File: src/rtl/seq_divider.sv
// Multi-cycle restoring divider: one quotient bit per clock, Start/Busy/Done handshake.
// Optional macro SEQ_DIVIDER_SIGNED_EN adds two's-complement operands and a FIX state.
module seq_divider #(
    parameter int WIDTH = 8
) (
    input  logic             Clk,
    input  logic             Rst_n,
    input  logic             Start,
    input  logic [WIDTH-1:0] Dividend,
    input  logic [WIDTH-1:0] Divisor,
    output logic [WIDTH-1:0] Quotient,
    output logic [WIDTH-1:0] Remainder,
    output logic             Busy,
    output logic             Done,
    output logic             DivByZero
);

    localparam int CW = $clog2(WIDTH);

    typedef enum logic [1:0] {
        S_IDLE = 2'd0,
        S_RUN  = 2'd1,
        S_DONE = 2'd2,
        S_FIX  = 2'd3
    } state_t;

    state_t           state_q, state_d;
    logic [CW-1:0]    cnt_q, cnt_d;
    logic [WIDTH-1:0] p_q, p_d;
    logic [WIDTH-1:0] q_q, q_d;
    logic [WIDTH-1:0] dvs_q, dvs_d;
    logic [WIDTH-1:0] quot_q, quot_d;
    logic [WIDTH-1:0] rem_q, rem_d;
    logic             busy_q, busy_d;
    logic             done_q, done_d;
    logic             dbz_q, dbz_d;

    logic [WIDTH-1:0] shifted_s;
    logic [WIDTH:0]   diff_s;
    logic             borrow_s;
    logic [WIDTH-1:0] p_step_s;
    logic [WIDTH-1:0] q_step_s;

`ifdef SEQ_DIVIDER_SIGNED_EN
    logic sq_q, sq_d;
    logic sr_q, sr_d;

    function automatic logic [WIDTH-1:0] neg_f(input logic [WIDTH-1:0] v);
        neg_f = ~v + WIDTH'(1);
    endfunction

    // Magnitude of a two's-complement value; the most-negative value maps to itself as unsigned.
    function automatic logic [WIDTH-1:0] mag_f(input logic [WIDTH-1:0] v);
        mag_f = v[WIDTH-1] ? neg_f(v) : v;
    endfunction
`endif

    // One restoring step; P never exceeds WIDTH-1 significant bits before a shift.
    always_comb begin
        shifted_s = {p_q[WIDTH-2:0], q_q[WIDTH-1]};
        diff_s    = {1'b0, shifted_s} - {1'b0, dvs_q};
        borrow_s  = diff_s[WIDTH];
        p_step_s  = borrow_s ? shifted_s : diff_s[WIDTH-1:0];
        q_step_s  = {q_q[WIDTH-2:0], ~borrow_s};
    end

    // Next-state and datapath control.
    always_comb begin
        state_d = state_q;
        cnt_d   = cnt_q;
        p_d     = p_q;
        q_d     = q_q;
        dvs_d   = dvs_q;
        quot_d  = quot_q;
        rem_d   = rem_q;
        busy_d  = busy_q;
        done_d  = 1'b0;
        dbz_d   = dbz_q;
`ifdef SEQ_DIVIDER_SIGNED_EN
        sq_d    = sq_q;
        sr_d    = sr_q;
`endif
        case (state_q)
            S_IDLE, S_DONE: begin
                state_d = S_IDLE;
                busy_d  = 1'b0;
                if (Start) begin
                    if (Divisor == '0) begin
                        state_d = S_DONE;
                        quot_d  = '1;
                        rem_d   = Dividend;
                        dbz_d   = 1'b1;
                        done_d  = 1'b1;
                    end else begin
                        state_d = S_RUN;
                        busy_d  = 1'b1;
                        dbz_d   = 1'b0;
                        cnt_d   = '0;
                        p_d     = '0;
`ifdef SEQ_DIVIDER_SIGNED_EN
                        q_d     = mag_f(Dividend);
                        dvs_d   = mag_f(Divisor);
                        sq_d    = Dividend[WIDTH-1] ^ Divisor[WIDTH-1];
                        sr_d    = Dividend[WIDTH-1];
`else
                        q_d     = Dividend;
                        dvs_d   = Divisor;
`endif
                    end
                end else begin
                    dbz_d = dbz_q;
                end
            end
            S_RUN: begin
                p_d   = p_step_s;
                q_d   = q_step_s;
                cnt_d = cnt_q + CW'(1);
                if (cnt_q == CW'(WIDTH - 1)) begin
`ifdef SEQ_DIVIDER_SIGNED_EN
                    state_d = S_FIX;
`else
                    state_d = S_DONE;
                    quot_d  = q_step_s;
                    rem_d   = p_step_s;
                    busy_d  = 1'b0;
                    done_d  = 1'b1;
`endif
                end else begin
                    state_d = S_RUN;
                end
            end
`ifdef SEQ_DIVIDER_SIGNED_EN
            S_FIX: begin
                state_d = S_DONE;
                quot_d  = sq_q ? neg_f(q_q) : q_q;
                rem_d   = sr_q ? neg_f(p_q) : p_q;
                busy_d  = 1'b0;
                done_d  = 1'b1;
            end
`endif
            default: begin
                state_d = S_IDLE;
                busy_d  = 1'b0;
            end
        endcase
    end

    // State and datapath registers with synchronous active-low reset.
    always_ff @(posedge Clk) begin
        if (!Rst_n) begin
            state_q <= S_IDLE;
            cnt_q   <= '0;
            p_q     <= '0;
            q_q     <= '0;
            dvs_q   <= '0;
            quot_q  <= '0;
            rem_q   <= '0;
            busy_q  <= 1'b0;
            done_q  <= 1'b0;
            dbz_q   <= 1'b0;
`ifdef SEQ_DIVIDER_SIGNED_EN
            sq_q    <= 1'b0;
            sr_q    <= 1'b0;
`endif
        end else begin
            state_q <= state_d;
            cnt_q   <= cnt_d;
            p_q     <= p_d;
            q_q     <= q_d;
            dvs_q   <= dvs_d;
            quot_q  <= quot_d;
            rem_q   <= rem_d;
            busy_q  <= busy_d;
            done_q  <= done_d;
            dbz_q   <= dbz_d;
`ifdef SEQ_DIVIDER_SIGNED_EN
            sq_q    <= sq_d;
            sr_q    <= sr_d;
`endif
        end
    end

    assign Quotient  = quot_q;
    assign Remainder = rem_q;
    assign Busy      = busy_q;
    assign Done      = done_q;
    assign DivByZero = dbz_q;

endmodule

File: config.mk
export PLATFORM = sky130hd
export DESIGN_NAME = seq_divider
export DESIGN_NICKNAME = d
export VERILOG_FILES = /design/src/rtl/seq_divider.sv
export SDC_FILE = /design/constraint.sdc
export NUM_CORES = 1
export LEC_CHECK = 0
export ABC_CLOCK_PERIOD_IN_PS = 2700
export BUFFER_PORTS_ARGS = -buffer_cell sky130_fd_sc_hd__buf_2
export CORE_MARGIN = 5
export CORE_UTILIZATION = 55
export DETAILED_ROUTE_END_ITERATION = 8
export GPL_TIMING_DRIVEN = 0
export PLACE_DENSITY = 0.82
export SYNTH_ARGS = -nofsm -noshare
export SYNTH_HDL_FRONTEND = slang
export SYNTH_SLANG_ARGS = --single-unit
File: constraint.sdc
create_clock -name Clk -period 2.7 [get_ports Clk]
set_clock_uncertainty 0.15 [all_clocks]
set_input_delay 0.135 -clock Clk [delete_from_list [all_inputs] [get_ports Clk]]
set_output_delay 0.135 -clock Clk [all_outputs]
set_load 0.02 [all_outputs]
Yosys cells after proc, flatten, opt, wreduce, memory -nomap -nowiden
Index checks and enable logic that the tools add are counted.
- output and inout bits: 19
- logic and storage cells: 59
- input bits: 19
- bits in registers: 47
- equality and inequality tests: 7
- add/subtract/negate cells: 2
- bitwise gates (word level): 2
- multiplexer cells: 30
- reduce and logical (&&, ||, !) cells: 8
- operator list (kind ; count):
    8-bit two-way mux ; 9
    8-bit case mux with 2 select lines ; 3
    7-bit two-way mux ; 2
    7-bit case mux with 2 select lines ; 1
    8-bit by 8-bit subtractor with 9-bit output ; 1
    8-bit logical NOT ; 1
    2-bit != test (second input constant) ; 4
    1-bit two-way mux ; 6
    2-bit two-way mux ; 3
    3-bit two-way mux ; 2
    3-bit case mux with 2 select lines ; 1
    3-bit AND reduction ; 2
    1-bit case mux with 2 select lines ; 2
    2-bit case mux with 2 select lines ; 1
    4-bit AND reduction ; 1
    3-bit by 1-bit adder with 3-bit output (second input constant) ; 1
    3-bit == test (second input constant) ; 1
    2-bit by 1-bit == test with 1-bit output (second input constant) ; 1
    2-bit == test (second input constant) ; 1
    2-bit logical NOT ; 1
    1-bit inverter ; 2
    2-bit AND reduction ; 1
    2-bit nonzero test ; 1
    2-bit OR reduction ; 1

Logic depth before layout (Yosys ltp)
Gate-level depths: netlist of run 1.
- depth in word-level cells: 4
- mapped depth: 9
- gate-level depth less buffers: 9

Worst setup path before layout of run 1
OpenSTA, ideal clock, no wires.
- kind: register to register
- start: register q_q[7]
- end: register rem_q[2] (netlist: Remainder[2])
- setup time: 0.074 ns
- arrival time: 1.997 ns
- period minus slack after synthesis: 2.221 ns
- stages on the path, launching flop included: 10
- setup slack: 0.479 ns
- path buffers: 0
- data required time: 2.476 ns
- cells stage by stage: dfxtp_1 -> inv_1 -> ha_1 -> inv_1 -> fa_1 -> a211oi_2 -> o21ai_2 -> a211oi_4 -> a22oi_1 -> a31oi_1
- cells in the longest elaborated chain, start to end: 4
- ends and longest elaborated chain (what ; RTL line ; RTL):
    start: declaration ; 30 ; logic [WIDTH-1:0] q_q, q_d;
    start signal: assignment ; 169 ; q_q <= q_d;
    8-bit by 8-bit subtractor with 9-bit output ; 61 ; diff_s = {1'b0, shifted_s} - {1'b0, dvs_q};
    8-bit two-way mux ; 63 ; p_step_s = borrow_s ? shifted_s : diff_s[WIDTH-1:0];
    8-bit two-way mux ; 118 ; if (cnt_q == CW'(WIDTH - 1)) begin
    8-bit case mux with 2 select lines ; 83 ; case (state_q)
    end signal: assignment ; 172 ; rem_q <= rem_d;
    end: declaration ; 33 ; logic [WIDTH-1:0] rem_q, rem_d;
No other way between the ends. The select of a mux whose other input is x is not followed.
A chain may end at the register's enable or synchronous reset.

Final worst setup path of run 1
- start: register q_q[7]
- end: register rem_q[6] (netlist: Remainder[6])
Same word-level chain as after synthesis.

==> results.md, run 1 <==
- Outcome: completed
- Final Critical Period: 2.53 ns
- Max cap viols: 0
- Final Core Density: 0.706
- Antenna violations before repair: 0
- Vias in the first global route: 2193
- Port bufs: 37
- Synthesis Warnings: 0
- CTS Sinks: 46
- Clk_lat worst skew: 0.29 ns
- Cell Area, Synth: 2330 sq um
- Drt pass-1 iters: 5
- DR WL/cell: 15.7 um
- Post-DRT Antenna Nets: 0
- Worst Hold Class: in -> reg
- Detailed Place HPWL: 4350 um
- H-tree depth: 2
- IO Count: 38
- Post-CTS sizing: 0
- Fin. max-slew vios: 0
- Yosys reg bits: 46
- Period utilization: 0.938
- Grt ovf: 0
- Cts bufs inserted: 5
- Area grow syn2layout: 23.0%
- Total routed wirelength: 6070 um
- Max VDD drop: 0.373 mV
- Worst slack, placed: 0.105 ns
- TritonCTS clock tree: built
- Total number of vias: 2315
- Clock-pin slew on the worst setup and hold paths: 0.08 ns
- Placer Congestion: 0.881
- Ys flop type: dfxtp_1
- Post-Synthesis Cells: 274
- Most frequent cells in the layout: dfxtp_1, nand2_1, buf_2
- Iter 0 DRT Violations: 214
- Max transition margin: 0.555
- First-pass GRT wire length: 9990 um
- Placed Area: 2580 sq um
- Setup Viol. Count Final: 0
- Slew @ Worst Pin: 0.662 ns
- Ys async rst share: 0
- Crit Path Category: reg -> reg
- Pin count of the biggest net entering global routing: 14
- Area contributors post-synth: dfxtp_1, nand2_1, a21oi_1
- Total track usage: 0.231
- RSZ-0062 raised after global routing: false
- Chip Width: 75.1 um
- Root buffer cell: clkbuf_8
- Pleak: 1.16 nW
- Worst endpoint required time: 2.71 ns
- Worst setup margin: 0.167 ns
- CP Launch Type: flip-flop
- Share of post-route cells with drive strength above 1: 0.211
- Design area: 2870 sq um
- Post-route DRC: 0
- Top-area cell type share of the netlist area: 0.395
- Cell variety after synth: 48
- Height of the chip: 75.1 um
- Fin. Hold Viols: 0
- ANT cells: 0
- Commonest non-fill, non-tap cell in the layout: dfxtp_1
- Final Non-Filler Cells: 386
- Syn nets: 304
- Core area: 4060 sq um
- Worst hold slack: 0.0629 ns
- Tot Pwr: 1.74 mW
- Row count: 23
- Final nets: 366
- Area leader, netlist: dfxtp_1
- Pwr/cell area: 606 nW/um^2
- Crit end category: flip-flop
- Number of synthesized flops with an enable pin: 0
- Maximum clock rate: 395 MHz
- Mean number of vias per cell: 6.00
- Register area share after synthesis: 0.395
- Die area: 5640 sq um
- CP Max Fanout: 4
- Setup TNS: 0 ns
- Effective utilization at floorplan: 0.574
- Synthesized area per cell: 8.50 sq um
- R2R setup slack: 0.17 ns
- Placed Cells: 361
- Critical path arrival: 2.54 ns
- CTS Buffer Depth: 2
[synth_stat cells (2+ instances only)]
library cell  count
a311oi_1          7
ha_1             10
o21ai_2           2
dfxtp_1          46
nand2_1          43
clkbuf_1          6
o21ai_0          16
a211oi_2          7
a41oi_1           4
buf_2             2
a21o_1            4
a22oi_1           3
or4_4             2
a211oi_1          2
a31oi_1           8
inv_1             9
nor2_1           25
xor2_1            3
o21ai_1          10
a21oi_1          25
o211ai_1          2
buf_6             4
nor3_1            3
nor2b_1           3
nor4_1            2
nand3_1           3
nand2b_1          2
[area by class of cell]
| type | instances | area (sq um) |
|---|---|---|
| Buffer | 13 | 81.3 |
| Clock buffer | 6 | 82.6 |
| Clock inverter | 1 | 30.0 |
| Fill cell | 325 | 1190 |
| Inverter | 10 | 37.5 |
| Multi-Input combinational cell | 205 | 1290 |
| Sequential cell | 46 | 921 |
| Tap cell | 50 | 62.6 |
| Timing Repair Buffer | 55 | 360 |
[registers in the layout, summed over array words and instances (netlist names)]
name and count:
cnt_q 3, q_q 8, p_q 7, state_q 2
Remainder 8, Quotient 8, DivByZero 1, Busy 1
dvs_q 8
[cells by family after synthesis]
logic type,share of synthesized area
xor+xnor,0.0113
simple gates,0.172
flops,0.395
buf+inv,0.0510
compound gates,0.308
fa+ha+maj,0.0623
[worst paths after layout]
check | start | endpoint | cells past startpoint
hold / removal | Rst_n | q_q[0]$_SDFFE_PN0P_ | 3
setup / recovery | q_q[7]$_SDFFE_PN0P_ | Remainder[6]$_SDFFE_PN0P_ | 8
hold reg to reg | dvs_q[4]$_SDFFE_PN0P_ | dvs_q[4]$_SDFFE_PN0P_ | 2
setup reg to reg | q_q[7]$_SDFFE_PN0P_ | Remainder[6]$_SDFFE_PN0P_ | 8
[worst max-delay path, stage by stage, from the launching register on]
cell	delay, ns
dfxtp_1	0.33
inv_1	0.06
ha_1	0.17
inv_1	0.06
fa_1	0.41
a211oi_2	0.32
o21ai_2	0.16
o311ai_0	0.58
a31oi_1	0.16
[power breakdown]
part	switching, mW	internal [mW]	leakage, nW
clock network	0.220	0.296	0.0573
registers	0.0355	0.728	0.377
logic	0.273	0.183	0.721
total	0.528	1.21	1.16
[per-layer routing]
| metal | vias to the layer above | global-route usage | share of wire |
|---|---|---|---|
| met1 | 1054 | 0.310 | 0.43 |
| met2 | 124 | 0.364 | 0.46 |
| met4 | 0 | 0.0929 | 0.025 |
| met3 | 19 | 0.0441 | 0.079 |
| li1 | 1118 | - | - |
| met5 | - | 0 | 0 |
[timing repair]
action                                 4_1_cts  5_1_grt
setup endpoints to repair                    0       11
endpoints found under the hold margin       16        0
buffers inserted                             0        2
hold buffers                                16        0
(Power assumes the default switching activity.)
==> run 2: changes to the inputs <==
--- a/config.mk
+++ b/config.mk
@@ -5,13 +5,14 @@
 export SDC_FILE = /design/constraint.sdc
 export NUM_CORES = 1
 export LEC_CHECK = 0
+export ABC_AREA = 1
 export ABC_CLOCK_PERIOD_IN_PS = 2700
 export BUFFER_PORTS_ARGS = -buffer_cell sky130_fd_sc_hd__buf_2
+export CAP_MARGIN = 40
 export CORE_MARGIN = 5
 export CORE_UTILIZATION = 55
 export DETAILED_ROUTE_END_ITERATION = 8
-export GPL_TIMING_DRIVEN = 0
-export PLACE_DENSITY = 0.82
+export PLACE_DENSITY = 0.81
 export SYNTH_ARGS = -nofsm -noshare
 export SYNTH_HDL_FRONTEND = slang
 export SYNTH_SLANG_ARGS = --single-unit
==> run 2 against run 1 <==
  * Synthesized area rose by 8.6%
  * Synthesized cell count rose by 34%
  * Sequential share of layout area fell by 0.098 points
  * Utilization fell by 5.5 points
  * Final cell count rose by 19%
  * First-iteration DRC count fell by 33%
  * Largest cell class unchanged
  * Highest routed layer unchanged
==> results.md, run 2 <==
- Outcome: completed
- Vias in the first global route: 2325
- Tot Pwr: 1.59 mW
- CTS Buffer Depth: 2
- Top cells by count, synth: nand2_1, inv_1, dfxtp_1
- Number of synthesized flops with an enable pin: 0
- Combinational share of power: 0.251
- Mean number of vias per cell: 5.18
- Post-route DRC: 0
- Worst slack, placed: 0.626 ns
- Height of the chip: 77.8 um
- Drt pass-1 iters: 4
- H-tree depth: 2
- Final Non-Filler Cells: 459
- Placer Congestion: 0.874
- CP Launch Type: flip-flop
- Period utilization: 0.780
- Synthesis Warnings: 0
- Worst setup margin: 0.594 ns
- Grt ovf: 0
- First-pass GRT wire length: 9760 um
- Yosys reg bits: 46
- Cts bufs inserted: 5
- Clock power frac: 0.283
- Port bufs: 37
- Total routed wirelength: 5660 um
- Int Pwr: 1.07 mW
- Critical path's most frequent cell: nand2_1
- Peak per-stage delay on the critical path: 0.41 ns
- Syn nets: 398
- Final Critical Period: 2.11 ns
- Layout fillers: 386
- Area leader, netlist: dfxtp_1
- Final nets: 436
- Clock-pin slew on the worst setup and hold paths: 0.09 ns
- ANT cells: 0
- Total track usage: 0.196
- Effective utilization at floorplan: 0.573
- Total number of vias: 2376
- Post-Synthesis Cells: 368
- TritonCTS clock tree: built
- Area contributors post-synth: dfxtp_1, nand2_1, inv_1
- Cell variety after synth: 30
- Cell Area, Synth: 2530 sq um
- Sw frac: 0.326
- Pleak: 1.56 nW
- Share of post-route cells with drive strength above 1: 0.162
- IO Count: 38
- Placed Cells: 444
- Worst endpoint required time: 2.81 ns
- Detailed Place HPWL: 4090 um
- Pwr/cell area: 553 nW/um^2
- Commonest non-fill, non-tap cell in the layout: nand2_1
- Max transition margin: 0.578
- Crit Path Category: reg -> reg
- Post-CTS sizing: 0
- CTS Sinks: 46
- Register area share after synthesis: 0.364
- Crit end category: flip-flop
- Pin count of the biggest net entering global routing: 41
- Flop pwr share: 0.466
- Count leader, synth: nand2_1
- Max cap viols: 0
- Maximum clock rate: 475 MHz
- Worst hold slack: 0.0372 ns
- Fin. max-slew vios: 0
- Antenna violations before repair: 0
- Ys async rst share: 0
- Critical path arrival: 2.21 ns
- Post-DRT Antenna Nets: 0
- DR WL/cell: 12.3 um
- Root buffer cell: clkbuf_8
- Max VDD drop: 0.400 mV
- Slew @ Worst Pin: 0.634 ns
- RSZ-0062 raised after global routing: false
- CP Max Fanout: 8
- Setup Viol. Count Final: 0
- Most frequent cells in the layout: nand2_1, inv_1, dfxtp_1
- CP Cell Sequence: inv_1 > ha_1 > inv_1 > fa_1 > nand2_1 > nand2_1 > nand3_4 > nand3_2 > inv_4 > nand2_1 > nand3_1 > nand2_1 > inv_1
- Fin. Hold Viols: 0
- Clk_lat worst skew: 0.30 ns
- Iter 0 DRT Violations: 143
- Row count: 24
- Ys flop type: dfxtp_1
- Synthesized area per cell: 6.87 sq um
- Worst Hold Class: in -> reg
- Die area: 6060 sq um
- Area grow syn2layout: 13.6%
- P_sw: 518 uW
- Top-area cell type share of the netlist area: 0.364
- Crit-path slowest cell: fa_1
- Core area: 4410 sq um
- Setup TNS: 0 ns
- Chip Width: 77.8 um
-- run 2: cell count changes after synthesis, moves of 9 or more --
| cell | change |
|---|---|
| nand3_1 | +24 |
| inv_1 | +52 |
| nand2_1 | +35 |
| o21ai_0 | +18 |
| o21ai_1 | -9 |
| nand3b_1 | +9 |
| a21oi_1 | -10 |
| nor2_1 | +14 |
-- run 2: what timing repair did --
action,in CTS,in global routing
hold endpoints to repair,7,0
hold buffers,7,0
setup buffers,0,0
-- run 2: critical path, delay by kind of cell, from the launching register on --
kind	cells	cell delay, ns
simple gates	7	0.67
flops	1	0.34
buf+inv	4	0.33
fa+ha+maj	2	0.55
-- run 2: logic make-up (layout without fill, tap and decap cells) --
family | after synthesis | after routing | share of synthesized area
and+or+nand+nor | 170 | 170 | 0.308
DFF | 46 | 46 | 0.364
xor gates and xnor gates | 1 | 1 | 0.00346
AOI/OAI and AO/OA | 61 | 61 | 0.138
adders and majority gates | 11 | 11 | 0.0574
buffers and inverters | 79 | 118 | 0.129
-- run 2: final timing paths --
check / start / end / slack, ns / cells past startpoint
setup / recovery: q_q[7]$_SDFFE_PN0P_ / p_q[6]$_SDFFE_PN0P_ / 0.59 / 13
hold / removal: Dividend[0] / q_q[0]$_SDFFE_PN0P_ / 0.04 / 5
setup reg to reg: q_q[7]$_SDFFE_PN0P_ / p_q[6]$_SDFFE_PN0P_ / 0.59 / 13
hold reg to reg: dvs_q[5]$_SDFFE_PN0P_ / dvs_q[5]$_SDFFE_PN0P_ / 0.31 / 2
-- run 2: final cells by class --
| class | instances | area, sq um | share of cell area |
|---|---|---|---|
| tap | 52 | 65.1 | 0.0226 |
| sequential | 46 | 921 | 0.320 |
| clock inverter | 1 | 8.76 | 0.00305 |
| clock buffer | 7 | 86.3 | 0.0300 |
| timing repair buffer | 45 | 263 | 0.0914 |
| inverter | 65 | 246 | 0.0858 |
| multi-input combinational | 243 | 1280 | 0.447 |
-- run 2: stage by stage --
step                utilization  cell area, sq um
global route              0.651              2870
floorplan                     -              2530
CTS                       0.651              2870
finish                    0.651              2870
detailed placement        0.614              2710
global placement          0.614              2710
-- run 2: per-layer routing --
layer  track usage  wire length (um)
met1         0.231              2470
met4        0.0739               159
met3        0.0451               246
met2         0.342              2790
met5             0                 0
-- run 2: power groups by stage --
stage          combinational, mW  clock (mW)  sequential (mW)
3_5_place_dp               0.386           0            0.756
5_1_grt                    0.452       0.493            0.744
6_report                   0.399       0.449            0.740
3_3_place_gp               0.377           0            0.754
4_1_cts                    0.396       0.457            0.740
2_1_floorplan              0.309           0            0.753
==> run 3: changes to the inputs <==
==> config.mk (replaced) <==
export PLATFORM = sky130hd
export DESIGN_NAME = seq_divider
export DESIGN_NICKNAME = d
export VERILOG_FILES = /design/src/rtl/seq_divider.sv
export SDC_FILE = /design/constraint.sdc
export NUM_CORES = 1
export LEC_CHECK = 0
export ABC_AREA = 0
export ABC_CLOCK_PERIOD_IN_PS = 2140
export BUFFER_PORTS_ARGS = -buffer_cell sky130_fd_sc_hd__buf_2
export CAP_MARGIN = 40
export CORE_MARGIN = 5
export CORE_UTILIZATION = 55
export DETAILED_ROUTE_END_ITERATION = 8
export PLACE_DENSITY = 0.82
export SYNTH_ARGS = -nofsm -noshare
export SYNTH_HDL_FRONTEND = slang
export SYNTH_SLANG_ARGS = --single-unit
==> constraint.sdc (replaced) <==
create_clock -name Clk -period 2.14 [get_ports Clk]
set_clock_uncertainty 0.15 [all_clocks]
set_input_delay 0.107 -clock Clk [delete_from_list [all_inputs] [get_ports Clk]]
set_output_delay 0.107 -clock Clk [all_outputs]
set_load 0.02 [all_outputs]
==> run 3 against run 2 <==
  * First-iteration DRC count rose by 37%
  * Via count is 1.1% higher
  * Critical path type unchanged
  * The run now ends with negative setup slack left
  * Flip-flop and latch count unchanged
  * Non-clock buffer count up 35
  * Count of clock-buffer cells in the layout fell by 2
  * Highest routed layer unchanged
==> results.md, run 3 (synthesis results as in run 1) <==
- Share of post-route cells with drive strength above 1: 0.317
- Area grow syn2layout: 33.0%
- Worst hold slack: 0.212 ns
- Max transition margin: 0.621
- DR WL/cell: 16.8 um
- Detailed Place HPWL: 4350 um
- Effective utilization at floorplan: 0.574
- Max cap viols: 0
- Total track usage: 0.246
- CTS Buffer Depth: 2
- H-tree depth: 2
- Pleak: 1.24 nW
- Root buffer cell: clkbuf_8
- Crit end category: flip-flop
- Crit Path Category: reg -> reg
- Worst Hold Class: in -> reg
- Antenna violations before repair: 0
- ANT cells: 0
- Reg-to-Reg End: Remainder[5]$_SDFFE_PN0P_
- Post-DRT Antenna Nets: 0
- Pin count of the biggest net entering global routing: 27
- Failing checks: negative setup slack
- CP Max Fanout: 8
- Worst Min Path Start: Start
- RSZ-0062 raised after global routing: true
- Port bufs: 37
- Total routed wirelength: 6710 um
- IO Count: 38
- Worst endpoint required time: 2.22 ns
- Chip Width: 75.1 um
- TritonCTS clock tree: built
- Most frequent cells in the layout: dfxtp_1, nand2_1, buf_2
- Row count: 23
- Clk_lat worst skew: 0.31 ns
- CP Launch Type: flip-flop
- First-pass GRT wire length: 10500 um
- Final Core Density: 0.763
- Slew @ Worst Pin: 0.568 ns
- CTS Sinks: 46
- Setup Viol. Count Final: 15
- Placer Congestion: 0.925
- Placed Cells: 371
- Grt ovf: 0
- Final Critical Period: 2.28 ns
- Worst Setup SP: q_q[7]$_SDFFE_PN0P_
- Mean number of vias per cell: 6.00
- Core area: 4060 sq um
- Fin. max-slew vios: 0
- Layout fillers: 279
- Height of the chip: 75.1 um
- Final Non-Filler Cells: 400
- Max VDD drop: 0.630 mV
- Critical path arrival: 2.36 ns
- R2R setup slack: -0.14 ns
- Post-route DRC: 0
- Commonest non-fill, non-tap cell in the layout: dfxtp_1
- Setup crit end: Remainder[5]$_SDFFE_PN0P_
- Worst setup margin: -0.140 ns
- Total number of vias: 2401
- Maximum clock rate: 439 MHz
- Drt pass-1 iters: 5
- Tot Pwr: 2.36 mW
- Reg-to-Reg Start: q_q[7]$_SDFFE_PN0P_
- Fin. Hold Viols: 0
- Pwr/cell area: 761 nW/um^2
- Vias in the first global route: 2328
- Iter 0 DRT Violations: 196
- Outcome: finished with violations
- Final nets: 379
- Worst r2r path cells: 10
- Period utilization: 1.07
- Cts bufs inserted: 5
- Clock-pin slew on the worst setup and hold paths: 0.09 ns
- Die area: 5640 sq um
[run 3: cell count changes in the layout (fill, tap and decap cells not counted), moves of 7 or more]
cell / change
nand3b_1: -9
a31oi_1: +8
nand3_1: -24
o21ai_0: -19
nor2_1: -15
a311oi_1: +7
inv_1: -54
nand2_1: -38
buf_4: +21
a211oi_2: +7
dlygate4sd3_1: +10
a21oi_1: +8
o21ai_1: +9
[run 3: what timing repair did]
action	in CTS	in global routing
hold buffers	17	0
resized for setup	14	15
gates cloned	0	1
endpoints found under the setup margin	16	24
setup buffers	3	2
endpoints found under the hold margin	18	0
pin swaps	14	16
[run 3: worst max-delay path, cell delays in order (launching register included)]
cell and delay, ns:
dfxtp_2 0.33, inv_2 0.06, ha_4 0.13, inv_2 0.03, fa_2 0.37, a211oi_4 0.32
o21ai_4 0.10, a211oi_4 0.22, buf_6 0.18, nand2_2 0.10, a41oi_2 0.19
[run 3: cell type report]
type,instances,area (sq um),area share
tap,50,62.6,0.0202
multi-input combinational,206,1400,0.450
inverter,10,37.5,0.0121
sequential,46,923,0.298
clock buffer,5,68.8,0.0222
timing repair buffer,80,566,0.183
clock inverter,3,45.0,0.0145
[run 3: worst min path at each step]
stage / endpoint / slack (ns) / cells after the start
after floorplan: dvs_q[1]$_SDFFE_PN0P_ / 0.09 / 2
after global placement: dvs_q[5]$_SDFFE_PN0P_ / 0.22 / 3
after detailed placement: dvs_q[5]$_SDFFE_PN0P_ / 0.23 / 3
after CTS: Remainder[6]$_SDFFE_PN0P_ / 0.19 / 4
after global routing: DivByZero$_SDFFE_PN0P_ / 0.25 / 5
final: DivByZero$_SDFFE_PN0P_ / 0.21 / 5
[run 3: power breakdown]
part | switching [mW] | internal (mW) | leakage [nW] | total, mW
Combinational | 0.413 | 0.324 | 0.813 | 0.737
Sequential | 0.0429 | 0.919 | 0.378 | 0.962
Clock | 0.312 | 0.347 | 0.0504 | 0.659
Total | 0.767 | 1.59 | 1.24 | 2.36
[run 3: metrics by stage]
stage               setup slack, ns  instance area (sq um)  setup TNS (ns)
global placement            -0.0565                   2670          -0.269
global route                 -0.231                   3100           -2.78
finish                       -0.140                   3100           -1.21
detailed placement           -0.137                   2670           -1.64
floorplan                  -0.00141                   2330        -0.00141
CTS                          -0.102                   3020          -0.918
[run 3: metal layers]
layer | part of all wire | track usage
met1 | 0.40 | 0.294
met3 | 0.070 | 0.0628
met4 | 0.026 | 0.0909
met5 | 0 | 0
met2 | 0.50 | 0.425
